--- src/rtl/algo_4r1w_pkg.sv ---
// Shared types and constants for the 4r1w algorithmic memory control blocks.
// Holds the init sequencer state encoding and the zero-word parity helper.
package algo_4r1w_pkg;

    typedef enum logic [1:0] {
        ST_RST  = 2'd0,
        ST_WAIT = 2'd1,
        ST_INIT = 2'd2,
        ST_DONE = 2'd3
    } init_state_e;

    localparam int unsigned PHYWDTH2_DEF = 65;
    localparam int unsigned BITSROW2_DEF = 11;

    // Even parity over a data field; wide enough for any supported word.
    function automatic logic even_parity(input logic [255:0] data);
        return ^data;
    endfunction

endpackage

--- src/rtl/algo_4r1w_init_seq_cnt.sv ---
// Loadable up-counter with a terminal-count flag.
// Shared by the init sequencer for both the settle delay and the row sweep.
module algo_init_cnt #(
    parameter int unsigned W = 11
) (
    input  logic         clk,
    input  logic         rst_n,
    input  logic         load_i,
    input  logic [W-1:0] load_val_i,
    input  logic         inc_i,
    input  logic [W-1:0] term_i,
    output logic [W-1:0] cnt_o,
    output logic         tc_o
);

    logic [W-1:0] cnt_q;
    logic [W-1:0] cnt_d;

    always_comb begin
        cnt_d = cnt_q;
        if (load_i) begin
            cnt_d = load_val_i;
        end else if (inc_i) begin
            cnt_d = cnt_q + W'(1);
        end
    end

    always_ff @(posedge clk or negedge rst_n) begin
        if (!rst_n) begin
            cnt_q <= '0;
        end else begin
            cnt_q <= cnt_d;
        end
    end

    assign cnt_o = cnt_q;
    assign tc_o  = (cnt_q == term_i);

endmodule

--- src/rtl/algo_4r1w_init_seq.sv ---
// Power-up / on-demand init sequencer for the 4r1w memory: zero-fills every
// row of all bank instances, gates ready, and flags accesses while not ready.
//
// state | meaning
// RST   | held in reset
// WAIT  | settle countdown before the sweep
// INIT  | row sweep, one zero write per unstalled cycle
// DONE  | idle, memory ready
module algo_4r1w_init_seq
    import algo_4r1w_pkg::*;
#(
    parameter int unsigned NUMVBNK1  = 4,
    parameter int unsigned NUMVBNK2  = 4,
    parameter int unsigned NUMSROW2  = 2048,
    parameter int unsigned BITSROW2  = BITSROW2_DEF,
    parameter int unsigned PHYWDTH2  = PHYWDTH2_DEF,
    parameter int unsigned RESET_DLY = 2
) (
    input  logic                clk,
    input  logic                rst,
    input  logic                init_stall,
    input  logic                reinit_req,
    output logic                reinit_ack,
    input  logic                write,
    input  logic [3:0]          read,
    output logic                ready,
    output logic                init_vld,
    output logic [BITSROW2-1:0] init_adr,
    output logic [PHYWDTH2-1:0] init_din,
    output logic                busy_err,
    input  logic                busy_clr
);

    localparam int unsigned DLYW = $clog2(RESET_DLY + 1) + 1;
    localparam int unsigned CW   = (BITSROW2 > DLYW) ? BITSROW2 : DLYW;

    localparam logic [CW-1:0]       WAIT_TERM = CW'(RESET_DLY);
    localparam logic [CW-1:0]       ROW_LAST  = CW'(NUMSROW2 - 1);
    localparam logic [CW-1:0]       ROW_NEXT0 = (NUMSROW2 > 1) ? CW'(1) : '0;
    localparam logic [BITSROW2-1:0] ADR_LAST  = BITSROW2'(NUMSROW2 - 1);
    localparam logic                INIT_PAR  = even_parity('0);

    if ((2 ** BITSROW2) < NUMSROW2 || NUMSROW2 == 0 ||
        NUMVBNK1 == 0 || NUMVBNK2 == 0 || PHYWDTH2 < 2) begin : g_bad_param
        $error("algo_4r1w_init_seq: illegal parameter set");
    end

    init_state_e         state_q, state_d;
    logic                ready_q, ready_d;
    logic                vld_q, vld_d;
    logic [BITSROW2-1:0] adr_q, adr_d;
    logic                ack_q, ack_d;
    logic                pend_q, pend_d;
    logic                busy_q, busy_d;

    logic                cnt_load;
    logic [CW-1:0]       cnt_val;
    logic                cnt_inc;
    logic [CW-1:0]       cnt_term;
    logic [CW-1:0]       cnt_q;
    logic                cnt_tc;
    logic                last_written;
    logic                access;

    assign cnt_term     = (state_q == ST_WAIT) ? WAIT_TERM : ROW_LAST;
    assign last_written = vld_q && (adr_q == ADR_LAST);
    assign access       = write || (|read);

    algo_init_cnt #(
        .W (CW)
    ) u_cnt (
        .clk        (clk),
        .rst_n      (rst),
        .load_i     (cnt_load),
        .load_val_i (cnt_val),
        .inc_i      (cnt_inc),
        .term_i     (cnt_term),
        .cnt_o      (cnt_q),
        .tc_o       (cnt_tc)
    );

    // Outputs are computed for the next cycle so every output is a flop.
    always_comb begin
        state_d  = state_q;
        ready_d  = 1'b0;
        vld_d    = 1'b0;
        adr_d    = adr_q;
        ack_d    = 1'b0;
        pend_d   = pend_q;
        cnt_load = 1'b0;
        cnt_val  = '0;
        cnt_inc  = 1'b0;

        unique case (state_q)
            ST_RST: begin
                state_d  = ST_WAIT;
                adr_d    = '0;
                cnt_load = 1'b1;
            end
            ST_WAIT: begin
                if (cnt_tc) begin
                    state_d  = ST_INIT;
                    adr_d    = '0;
                    cnt_load = 1'b1;
                    if (!init_stall) begin
                        vld_d   = 1'b1;
                        cnt_val = ROW_NEXT0;
                    end
                end else begin
                    cnt_inc = 1'b1;
                end
            end
            ST_INIT: begin
                if (last_written) begin
                    state_d  = ST_DONE;
                    ready_d  = 1'b1;
                    adr_d    = '0;
                    cnt_load = 1'b1;
                    if (pend_q) begin
                        ack_d  = 1'b1;
                        pend_d = 1'b0;
                    end
                end else begin
                    // Address tracks the pending row even while stalled.
                    adr_d = cnt_q[BITSROW2-1:0];
                    if (!init_stall) begin
                        vld_d = 1'b1;
                        if (cnt_tc) begin
                            cnt_load = 1'b1;
                        end else begin
                            cnt_inc = 1'b1;
                        end
                    end
                end
            end
            ST_DONE: begin
                if (reinit_req) begin
                    state_d  = ST_WAIT;
                    pend_d   = 1'b1;
                    cnt_load = 1'b1;
                end else begin
                    ready_d = 1'b1;
                end
            end
            default: begin
                state_d = ST_RST;
            end
        endcase
    end

    // A new violation wins over a same-cycle clear.
    assign busy_d = (access && !ready_q) ? 1'b1 : (busy_clr ? 1'b0 : busy_q);

    always_ff @(posedge clk or negedge rst) begin
        if (!rst) begin
            state_q <= ST_RST;
            ready_q <= 1'b0;
            vld_q   <= 1'b0;
            adr_q   <= '0;
            ack_q   <= 1'b0;
            pend_q  <= 1'b0;
            busy_q  <= 1'b0;
        end else begin
            state_q <= state_d;
            ready_q <= ready_d;
            vld_q   <= vld_d;
            adr_q   <= adr_d;
            ack_q   <= ack_d;
            pend_q  <= pend_d;
            busy_q  <= busy_d;
        end
    end

    assign ready      = ready_q;
    assign init_vld   = vld_q;
    assign init_adr   = adr_q;
    assign reinit_ack = ack_q;
    assign busy_err   = busy_q;
    assign init_din   = {{(PHYWDTH2 - 1){1'b0}}, INIT_PAR};

endmodule

--- config.mk ---
export PLATFORM = sky130hd
export DESIGN_NAME = algo_4r1w_init_seq
export DESIGN_NICKNAME = d
export VERILOG_FILES = /design/src/rtl/algo_4r1w_pkg.sv /design/src/rtl/algo_4r1w_init_seq_cnt.sv /design/src/rtl/algo_4r1w_init_seq.sv
export SDC_FILE = /design/constraint.sdc
export NUM_CORES = 1
export LEC_CHECK = 0
export ABC_CLOCK_PERIOD_IN_PS = 5900
export CORE_UTILIZATION = 40
export CTS_BUF_LIST = sky130_fd_sc_hd__clkbuf_4
export DETAILED_ROUTE_END_ITERATION = 12
export PLACE_DENSITY = 0.76
export SLEW_MARGIN = 10
export SYNTH_ARGS = -nofsm -noshare
export SYNTH_HDL_FRONTEND = slang
export SYNTH_SLANG_ARGS = --single-unit
--- constraint.sdc ---
create_clock -name clk -period 5.9 [get_ports clk]
set_input_delay 1.18 -clock clk [delete_from_list [all_inputs] [get_ports clk]]
set_output_delay 1.18 -clock clk [all_outputs]
set_load 0.1 [all_outputs]
==> impl_metrics.env, run 1 <==
export IMPL_place_ws_ns=2.781
export IMPL_ys_seq_area_share_pct=33.37
export IMPL_ant_nets=0
export IMPL_cts_sinks=29
export IMPL_hpwlAfterDp_mm=2.889
export IMPL_vias_per_cell=4.640
export IMPL_antenna_found_initial=0
export IMPL_hold_path_class="register to register"
export IMPL_grt_remaining_overflow=0
export IMPL_crit_family="buffers and inverters"
export IMPL_min_period_ns=3.073
export IMPL_yosys_warnings=0
export IMPL_row_count=26
export IMPL_die_y_um=75.73
export IMPL_syn_inst=244
export IMPL_fmax_mhz=325.4
export IMPL_critPathLaunchType="register"
export IMPL_initial_core_util_pct=42.04
export IMPL_leakage_nw=1.015
export IMPL_rrSetupSlack_ns=3.30
export IMPL_syn_area_mm2=0.002175
export IMPL_multi_input_area_mm2=0.001080
export IMPL_synth_seq_cells=29
export IMPL_grt_pass1_wl_mm=6.196
export IMPL_die_w_um=75.73
export IMPL_io_pins=90
export IMPL_synth_edf_count=0
export IMPL_post_cts_resized=0
export IMPL_slew_headroom_pct=33.67
export IMPL_irDropWorstVdd_uv=131.8
export IMPL_cts_htree_levels=2
export IMPL_dieArea_mm2=0.005735
export IMPL_endpoint_kind="primary output"
export IMPL_portBuffers=24
export IMPL_grt_usage_pct=14.69
export IMPL_cp_data_required_time_ns=4.72
export IMPL_clkLatencyLatePin_ns=0.33
export IMPL_rsz0062_at_grt="false"
export IMPL_final_common_cell="conb_1"
export IMPL_path_max_fanout=4
export IMPL_cp_slowest_cell="clkdlybuf4s50_1"
export IMPL_cp_buffers_inverters=1
export IMPL_synth_flop_cell="dfrtp_1"
export IMPL_regArea_um2=725.7
export IMPL_nFillCells=533
export IMPL_grt_pass1_vias=1348
export IMPL_cts_tree="yes"
export IMPL_crit_type="register to primary output"
export IMPL_dr_pass1_iters=4
export IMPL_synth_cell_types=39
export IMPL_final_cell_mix="conb_1, dfrtp_1, clkdlybuf4s50_1"
export IMPL_clock_path_buffers=2
export IMPL_diodes=0
export IMPL_drive_above_1_share_pct=6.015
export IMPL_fin_crit_sh_pct=52.09
export IMPL_core_area_mm2=0.005172
export IMPL_hold_viol_final=0
export IMPL_slew_viol_final=0
export IMPL_route_detailed_drc=0
export IMPL_setup_viol=0
export IMPL_final_area_mm2=0.002261
export IMPL_vias=1559
export IMPL_utilization_pct=43.71
export IMPL_drtIter0Drc=114
export IMPL_cts_root_buf="clkbuf_4"
export IMPL_avgRoutedWirePerCell_um=11.42
export IMPL_fin_nets=282
export IMPL_cellPowerDensity_mw_per_mm2=393.5
export IMPL_place_congestion=0.8071
export IMPL_critPathArrivalTime_ns=1.89
export IMPL_drv_cap=0
export IMPL_path_clk_slew_ns=0.09
export IMPL_setup_ws_ns=2.827
export IMPL_routed_wl_mm=3.836
export IMPL_cts_buffers=5
export IMPL_skew_ns=0.005903
export IMPL_placed_area_mm2=0.002212
export IMPL_syn2layout_area_growth_pct=3.970
export IMPL_cts_hold_buf=0
export IMPL_tightest_slew_ns=0.9918
export IMPL_postCtsSetupBuffers=0
export IMPL_status="completed"
export IMPL_cpPeakStageDelay_ns=1.16
export IMPL_cp_cell_sequence="clkdlybuf4s50_1"
export IMPL_setup_tns_ns=0
export IMPL_avgSynthCellArea_um2=8.912
export IMPL_ys_async_sr_fraction_pct=100.0
export IMPL_grt_max_degree=30
cell type report:
cell class / instances / share of cell area [%]
Inverter: 17 / 2.822
Sequential cell: 29 / 32.10
Multi-Input combinational cell: 187 / 47.76
Clock buffer: 6 / 1.992
Timing Repair Buffer: 26 / 11.29
Clock inverter: 1 / 0.1660
Tap cell: 70 / 3.874
sequential cells by signal (all words and copies together) (netlist names):
name	flops
reinit_ack	1
pend_q	1
init_vld	1
u_cnt.cnt_o	11
init_adr	11
state_q	2
ready	1
busy_err	1
synthesized netlist by cell type (3+ instances only):
cell type,number,area [um^2]
nand2_1,16,60.06
nor2_1,5,18.77
and3_1,3,18.77
nand4_1,9,56.30
a21oi_1,14,70.07
o21ai_0,4,20.02
ha_1,6,75.07
nand2b_1,4,25.02
o22ai_1,3,18.77
o31ai_1,9,67.56
dfrtp_1,29,725.7
mux2i_1,11,110.1
inv_1,17,63.81
buf_4,66,495.5
clkbuf_1,4,15.01
or4_1,10,75.07
nand3_1,6,30.03
or3_1,3,18.77
layer usage:
| metal | GRT usage [%] | part of all wire [%] | up-vias |
|---|---|---|---|
| met3 | 4.762 | 5.2 | 5 |
| met1 | 16.93 | 43 | 738 |
| met5 | 0 | 0 | - |
| met2 | 25.10 | 50 | 61 |
| met4 | 6.173 | 1.7 | 0 |
| li1 | - | - | 755 |
metrics by stage:
stage | cells | total power, mW | hold slack, ns
finish | 336 | 0.8896 | 0.4565
global route | 336 | 0.9481 | 0.4809
CTS | 336 | 0.8978 | 0.4666
detailed placement | 329 | 0.7831 | 0.4546
global placement | 329 | 0.7731 | 0.4411
floorplan | 308 | 0.7434 | 0.4917
logic make-up (layout without fill, tap and decap cells):
group                    count (synthesis)  in the layout  share of synthesized area (%)
AO/OA/AOI/OAI                           35             35                          10.47
adder cells (fa/ha/maj)                  6              6                          3.452
buffers and inverters                   92             50                          28.02
flip-flops                              29             29                          33.37
multiplexers                            13             13                          6.272
other                                    1             65                         0.1724
AND/OR/NAND/NOR                         68             68                          18.24
report_power, final:
group / total (mW) / switching (mW) / internal [mW]
Sequential: 0.251 / 0.0282 / 0.223
Clock: 0.114 / 0.0660 / 0.0477
Combinational: 0.524 / 0.397 / 0.128
worst paths after layout:
check | from | to | cells after the start
worst max-delay path | init_adr[3]$_DFFE_PN0P_ | init_adr[3] | 1
worst min-delay path | ready$_DFF_PN0_ | busy_err$_DFFE_PN0P_ | 1
worst max register to register | state_q[1]$_DFFE_PN0P_ | init_adr[7]$_DFFE_PN0P_ | 8
worst min register to register | ready$_DFF_PN0_ | busy_err$_DFFE_PN0P_ | 1
max in group asynchronous | rst | busy_err$_DFFE_PN0P_ | 2
min in group asynchronous | rst | init_adr[7]$_DFFE_PN0P_ | 2
(Power assumes the default switching activity.)
==> run 2, diff against run 1 <==
ABC_CLOCK_PERIOD_IN_PS = 2600   (was 5900)
PLACE_DENSITY = 0.79   (was 0.76)
clock period = 2.6 ns   (was 5.9 ns; I/O delays follow)
==> run 2 against run 1 <==
Critical path depth rose by 7; clock power rose by 130%; combinational power rose by 130%; critical endpoint is now init_adr[10]$_DFFE_PN0P_; largest power group unchanged.
==> impl_metrics.env, run 2 (same netlist as run 1, synthesis figures left out) <==
export IMPL_fin_crit_sh_pct=93.38
export IMPL_path_max_fanout=7
export IMPL_status="completed"
export IMPL_slew_viol_final=0
export IMPL_cts_htree_levels=2
export IMPL_drv_cap=0
export IMPL_cts_buffers=5
export IMPL_cts_sinks=29
export IMPL_clkLatencyLatePin_ns=0.33
export IMPL_irDropWorstVdd_uv=335.5
export IMPL_endpoint_kind="register"
export IMPL_dp_cells=332
export IMPL_hold_path_class="register to register"
export IMPL_crit_type="register to register"
export IMPL_grt_pass1_vias=1294
export IMPL_dr_pass1_iters=4
export IMPL_placed_area_mm2=0.002197
export IMPL_leakage_nw=1.059
export IMPL_cellPowerDensity_mw_per_mm2=908.6
export IMPL_routed_wl_mm=3.793
export IMPL_ant_nets=0
export IMPL_nFillCells=503
export IMPL_setup_viol=0
export IMPL_rsz0062_at_grt="false"
export IMPL_tightest_slew_ns=0.6093
export IMPL_critPathLaunchType="register"
export IMPL_cp_data_required_time_ns=2.85
export IMPL_fin_nets=285
export IMPL_diodes=0
export IMPL_path_clk_slew_ns=0.09
export IMPL_core_area_mm2=0.005172
export IMPL_drive_above_1_share_pct=12.59
export IMPL_drtIter0Drc=135
export IMPL_syn2layout_area_growth_pct=3.337
export IMPL_route_detailed_drc=0
export IMPL_final_area_mm2=0.002247
export IMPL_multi_input_area_mm2=0.001080
export IMPL_portBuffers=24
export IMPL_slew_headroom_pct=59.30
export IMPL_timing_hold_ws_ns=0.4646
export IMPL_clock_path_buffers=2
export IMPL_setup_tns_ns=0
export IMPL_row_count=26
export IMPL_die_y_um=75.73
export IMPL_postCtsSetupBuffers=0
export IMPL_vias_per_cell=4.641
export IMPL_final_cell_mix="conb_1, dfrtp_1, buf_4"
export IMPL_io_pins=90
export IMPL_post_cts_resized=0
export IMPL_fmax_mhz=411.9
export IMPL_initial_core_util_pct=42.04
export IMPL_cts_root_buf="clkbuf_4"
export IMPL_place_congestion=0.8128
export IMPL_final_common_cell="conb_1"
export IMPL_antenna_found_initial=0
export IMPL_min_period_ns=2.428
export IMPL_grt_remaining_overflow=0
export IMPL_grt_usage_pct=13.86
export IMPL_vias=1578
export IMPL_fin_cells=340
export IMPL_dieArea_mm2=0.005735
export IMPL_grt_pass1_wl_mm=5.954
export IMPL_regArea_um2=725.7
export IMPL_hold_viol_final=0
export IMPL_avgRoutedWirePerCell_um=11.16
export IMPL_die_w_um=75.73
export IMPL_grt_max_degree=30
export IMPL_skew_ns=0.007435
export IMPL_hpwlAfterDp_mm=2.820
export IMPL_cts_tree="yes"
export IMPL_cts_hold_buf=0
export IMPL_utilization_pct=43.44
export IMPL_critPathArrivalTime_ns=2.68
[run 2: final timing paths]
kind | startpoint | endpoint | slack (ns) | depth (start not counted)
max | state_q[1]$_DFFE_PN0P_ | init_adr[10]$_DFFE_PN0P_ | 0.17 | 8
max reg2reg | state_q[1]$_DFFE_PN0P_ | init_adr[10]$_DFFE_PN0P_ | 0.17 | 8
min reg2reg | ready$_DFF_PN0_ | busy_err$_DFFE_PN0P_ | 0.46 | 1
min | ready$_DFF_PN0_ | busy_err$_DFFE_PN0P_ | 0.46 | 1
max in group asynchronous | rst | state_q[1]$_DFFE_PN0P_ | 1.75 | 2
min in group asynchronous | rst | init_adr[3]$_DFFE_PN0P_ | 0.57 | 2
[run 2: metal layers]
layer  global-route usage [%]  wire (um)  vias to the layer above
met1                    17.04       1660                      739
met3                    4.365        251                        2
met5                        0          0                        -
li1                         -          -                      769
met4                    4.321         12                        0
met2                    23.21       1868                       68
[run 2: stage by stage]
step / setup WS (ns) / total power, mW
2_1_floorplan: 0.1320 / 1.687
3_5_place_dp: 0.1941 / 1.789
4_1_cts: 0.1650 / 2.053
6_report: 0.1722 / 2.042
5_1_grt: 0.08461 / 2.149
3_3_place_gp: 0.2454 / 1.774
[run 2: cell type report]
type                            count  area share (%)
Tap cell                           70           3.898
Timing Repair Buffer               29           10.69
Inverter                           17           2.840
Sequential cell                    29           32.29
Clock inverter                      3          0.5568
Clock buffer                        5           1.670
Multi-Input combinational cell    187           48.05
[run 2: power breakdown]
part | total [mW] | switching (mW) | internal [mW] | leakage [nW]
clock | 0.257 | 0.159 | 0.0975 | 0.0300
sequential | 0.576 | 0.0695 | 0.506 | 0.392
combinational | 1.21 | 0.903 | 0.306 | 0.638
[run 2: critical path, stage by stage (launching register included)]
cell and delay (ns):
dfrtp_1 0.43, inv_1 0.12, ha_1 0.29, or4b_1 0.48, o22ai_2 0.20, and3_4 0.24
o21ai_1 0.17, buf_4 0.25, mux2i_1 0.17
==> edit 1, RTL diff (config.mk and constraints of run 1) <==
Re-encode `init_state_e` (4 states) as one-hot, 4 bits wide.
--- a/src/rtl/algo_4r1w_pkg.sv
+++ b/src/rtl/algo_4r1w_pkg.sv
@@ -2,11 +2,11 @@
 // Holds the init sequencer state encoding and the zero-word parity helper.
 package algo_4r1w_pkg;
 
-    typedef enum logic [1:0] {
-        ST_RST  = 2'd0,
-        ST_WAIT = 2'd1,
-        ST_INIT = 2'd2,
-        ST_DONE = 2'd3
+    typedef enum logic [3:0] {
+        ST_RST  = 4'b0001,
+        ST_WAIT = 4'b0010,
+        ST_INIT = 4'b0100,
+        ST_DONE = 4'b1000
     } init_state_e;
 
     localparam int unsigned PHYWDTH2_DEF = 65;
Check against the original RTL: same outputs for any inputs over 10 cycles, from zero or initial values and one cycle with rst low; not proved beyond that.
==> edit 1 against run 1 <==
Sequential cell count is 2 higher; worst setup slack gained 0.0021 ns; cell area is 5.8% lower; global-route usage grew 0.21 points; largest cell class unchanged; routed wire length shrank 5.5%; die area decreased by 5.0%; critical path depth unchanged; power down 8.5%; area after synthesis decreased by 5.2%.
==> edit 1: results (changes against run 1) <==
[route]
met2_length_um=1750  ; -8.6%
wirelength_um=3630  ; -5.5%
num_vias=1467  ; -5.9%

[global_route]
track_usage=0.149  ; +0.00206
met2_usage=0.235  ; -0.0155
grt_start_max_net_pins=32  ; +6.7%
grt_use_met3=0.0466  ; -0.000980
grt_pass1_vias=1289  ; -4.4%

[worst_setup_path]
crit_end=init_adr[5]
rrSetupSlack_ns=3.36  ; +0.06 ns
crit_start=init_adr[5]
worst_r2r_endpoint=u_cnt.cnt_o[0]
path_max_fanout=3  ; -1
reg2reg_depth=4  ; -4

[placed_design]
post-place-ws_ns=3.00  ; +0.216 ns
dpl.hpwl_um=2590  ; -10%
dpl_cell_area_um2=2080  ; -5.8%
gp_congestion=0.804  ; -0.42%

[layout]
n_fill_cell=493  ; -7.5%
multi_input_area_share=0.451  ; -0.0269
bufAreaShareNonClock=0.116  ; +0.00344
nNonClkInverters=4  ; -13
clockNetworkAreaShare=0.0217  ; +0.000156
seq_area_um2=777  ; +7.1%
drive_gt1_frac=0.0456  ; -0.0145
area_delta_synth_final_pct=3.28

[pwr]
power.internal_mw=0.354  ; -11%
combPwrFrac=0.496  ; -0.094
totalPowerFinal_mw=0.814  ; -8.5%

[run_status]
status=completed

[synth]
avgSynthCellArea_um2=9.29  ; +4.2%
synth_compound_area_frac=0.160  ; +0.0549
ys_seq_area_frac=0.377  ; +0.0431
synth.area.top_cells=dfrtp_1 (36%), buf_4 (24%), a22o_1 (4.7%)
ys_types=40  ; +2.6%
synthTopCellsByCount=buf_4 (66), dfrtp_1 (30), nor2_1 (13), a21oi_1 (12), a22o_1 (11)

[timing]
fin_worst_skew_ns=0.00650  ; +0.000592 ns
postLayoutSetupSlackWorst_ns=2.83  ; +0.00212 ns

[clocking]
cts.sink_count=31  ; +6.9%

## edit 1: changes by cell type after synthesis, moves of 3 or more
cell      before  now
a21o_1         0    3
a22o_1         0   11
buf_2          1    5
ha_1           6    1
inv_1         17    4
mux2i_1       11    1
nand2_1       16    4
nand2b_1       4    0
nor2_1         5   13
o41ai_1        0    3
or3_1          3    0
## edit 1: cell families after synthesis
family	count (synthesis)
buf+inv	81
fa+ha+maj	1
mux	1
simple gates	58
other cells	1
xor+xnor	2
compound gates	47
flops	31
## edit 1: worst min path at each step
stage | slack, ns | start | cells after the start | end
final | 0.46 | ready | 1 | busy_err
after detailed placement | 0.45 | ready | 1 | busy_err
after global routing | 0.48 | ready | 1 | busy_err
after CTS | 0.46 | ready | 1 | busy_err
after floorplan | 0.45 | pend_q | 1 | reinit_ack
after global placement | 0.44 | ready | 1 | busy_err
==> edit 2, RTL diff (settings of run 1) <==
Without the edit above. Change the parameter `RESET_DLY` from 2 to 8.
--- a/src/rtl/algo_4r1w_init_seq.sv
+++ b/src/rtl/algo_4r1w_init_seq.sv
@@ -14,7 +14,7 @@
     parameter int unsigned NUMSROW2  = 2048,
     parameter int unsigned BITSROW2  = BITSROW2_DEF,
     parameter int unsigned PHYWDTH2  = PHYWDTH2_DEF,
-    parameter int unsigned RESET_DLY = 2
+    parameter int unsigned RESET_DLY = 8
 ) (
     input  logic                clk,
     input  logic                rst,
Formal check against the unedited RTL: not equivalent (a bounded check fails within 10 cycles, from zero or initial values and one cycle with rst low).
==> edit 2 against run 1 <==
Worst hold slack gained 0.0079 ns; cell area shrank 0.44%; routed wire length fell by 4.0%; power is 0.96% higher; critical path depth stayed put; worst setup slack better by 0.019 ns; area after synthesis fell by 1.4%; highest routed layer unchanged; sequential cell count unchanged; die area down 1.3%; clock skew grew 0.0014 ns; global-route usage is 0.77 points lower.
==> edit 2: results (changes against run 1) <==
[layout]
antenna_cells=0  ; unchanged
drive_gt1_frac=0.0651  ; +0.00498
final_cells=331  ; -1.5%
n_fill_cell=507  ; -4.9%
fin_nets=277  ; -1.8%

[synth]
synthTopCellsByCount=buf_4 (67), dfrtp_1 (29), inv_1 (20), nand2_1 (17), mux2i_1 (15)
synthArstFlopShare=1.00  ; unchanged
synth.area.top_cells=dfrtp_1 (34%), buf_4 (23%), mux2i_1 (7.0%)
ys_seq_area_frac=0.338  ; +0.00467
ys.warnings.count=0  ; unchanged
synth-seq-cells=29  ; unchanged
synth_edf_count=0  ; unchanged
ys_types=46  ; +18%
synthCells=236  ; -3.3%

[route]
drtPass1Iterations=4  ; unchanged
num_vias=1526  ; -2.1%
wirelength_um=3680  ; -4.0%
drtIter0Drc=48  ; -58%

[worst_setup_path]
reg2reg_depth=7  ; -1
crit_path_max_incr_delay_ns=1.15
crit_arrival_ns=1.87  ; -0.02 ns
cp_top_family=buffers and inverters
path_max_fanout=3  ; -1
crit_slowest_cell=clkdlybuf4s50_1

[clocking]
clock_path_buffers=2  ; unchanged
htree_levels=2  ; unchanged
cts_setup_buffers=0  ; unchanged
cts_buffers=5  ; unchanged
insertion_delay_ns=0.33  ; about the same
clkTransAtPathRegs_ns=0.10
ctsHoldBuffers=0  ; unchanged
cts-root-buf=clkbuf_4
cts_resized=0  ; unchanged

[timing]
fin_worst_skew_ns=0.00725  ; +0.00135 ns
tightest_slew_ns=0.976  ; -0.0156 ns

[min_path]
hold_path_class=reg -> reg
hold-path-cell-count=1  ; unchanged

[placed_design]
dpl.hpwl_um=2710  ; -6.2%
io_buffers=24  ; unchanged
dpl_cell_area_um2=2200  ; -0.74%
dp_cells=323  ; -1.8%
gp_congestion=0.776  ; -3.9%
post-place-ws_ns=2.77  ; -0.00643 ns

[global_route]
track_usage=0.139  ; -0.00766
grt_use_met3=0.0495  ; +0.00191
grt_pass1_wl_um=5830  ; -5.9%
grt_start_max_net_pins=30  ; unchanged
met2_usage=0.212  ; -0.0388
use_met1=0.175  ; +0.00560
grt_antenna_before_repair=0  ; unchanged
grt_pass1_vias=1275  ; -5.4%

[pwr]
p_leak_nw=1.03  ; +1.6%
p_switching_mw=0.505  ; +2.9%
ir_drop_mv=0.124  ; -6.2%

[run_status]
status=completed

## edit 2: per-layer routing
metal	wire length (µm)	up-vias	share of wire
met1	1600	717	0.43
li1	-	726	-
met5	0	-	0
met4	85	0	0.023
met2	1740	75	0.47
met3	260	8	0.071
## edit 2: power by group through the flow
stage               sequential (mW)  clock, mW  combinational, mW
floorplan                     0.300          0              0.445
global placement              0.248          0              0.519
detailed placement            0.248          0              0.530
CTS                           0.245      0.123              0.531
global route                  0.249      0.132              0.568
finish                        0.244      0.121              0.533
## edit 2: layout make-up
class	count	area, µm²	share of cell area
Timing Repair Buffer	25	248	0.110
Clock buffer	6	45.0	0.0200
Inverter	20	75.1	0.0334
Multi-Input combinational cell	179	1060	0.471
Tap cell	70	87.6	0.0389
Clock inverter	2	10.0	0.00445
Sequential cell	29	726	0.322
## edit 2: final timing paths
path	slack [ns]	startpoint	end
max in group asynchronous	4.39	rst	state_q[0]
min in group asynchronous	1.23	rst	init_adr[8]
max	2.85	init_adr[8]	init_adr[8]
min	0.46	ready	busy_err
max reg2reg	3.10	state_q[1]	init_adr[8]
min reg2reg	0.46	ready	busy_err
## edit 2: cell families (layout without fill, tap and decap cells)
| group | Yosys count | in the layout | synth area share |
|---|---|---|---|
| compound gates | 31 | 31 | 0.105 |
| fa+ha+maj | 7 | 7 | 0.0408 |
| buf+inv | 92 | 53 | 0.279 |
| flops | 29 | 29 | 0.338 |
| mux | 16 | 16 | 0.0753 |
| other cells | 1 | 65 | 0.00175 |
| simple gates | 60 | 60 | 0.159 |
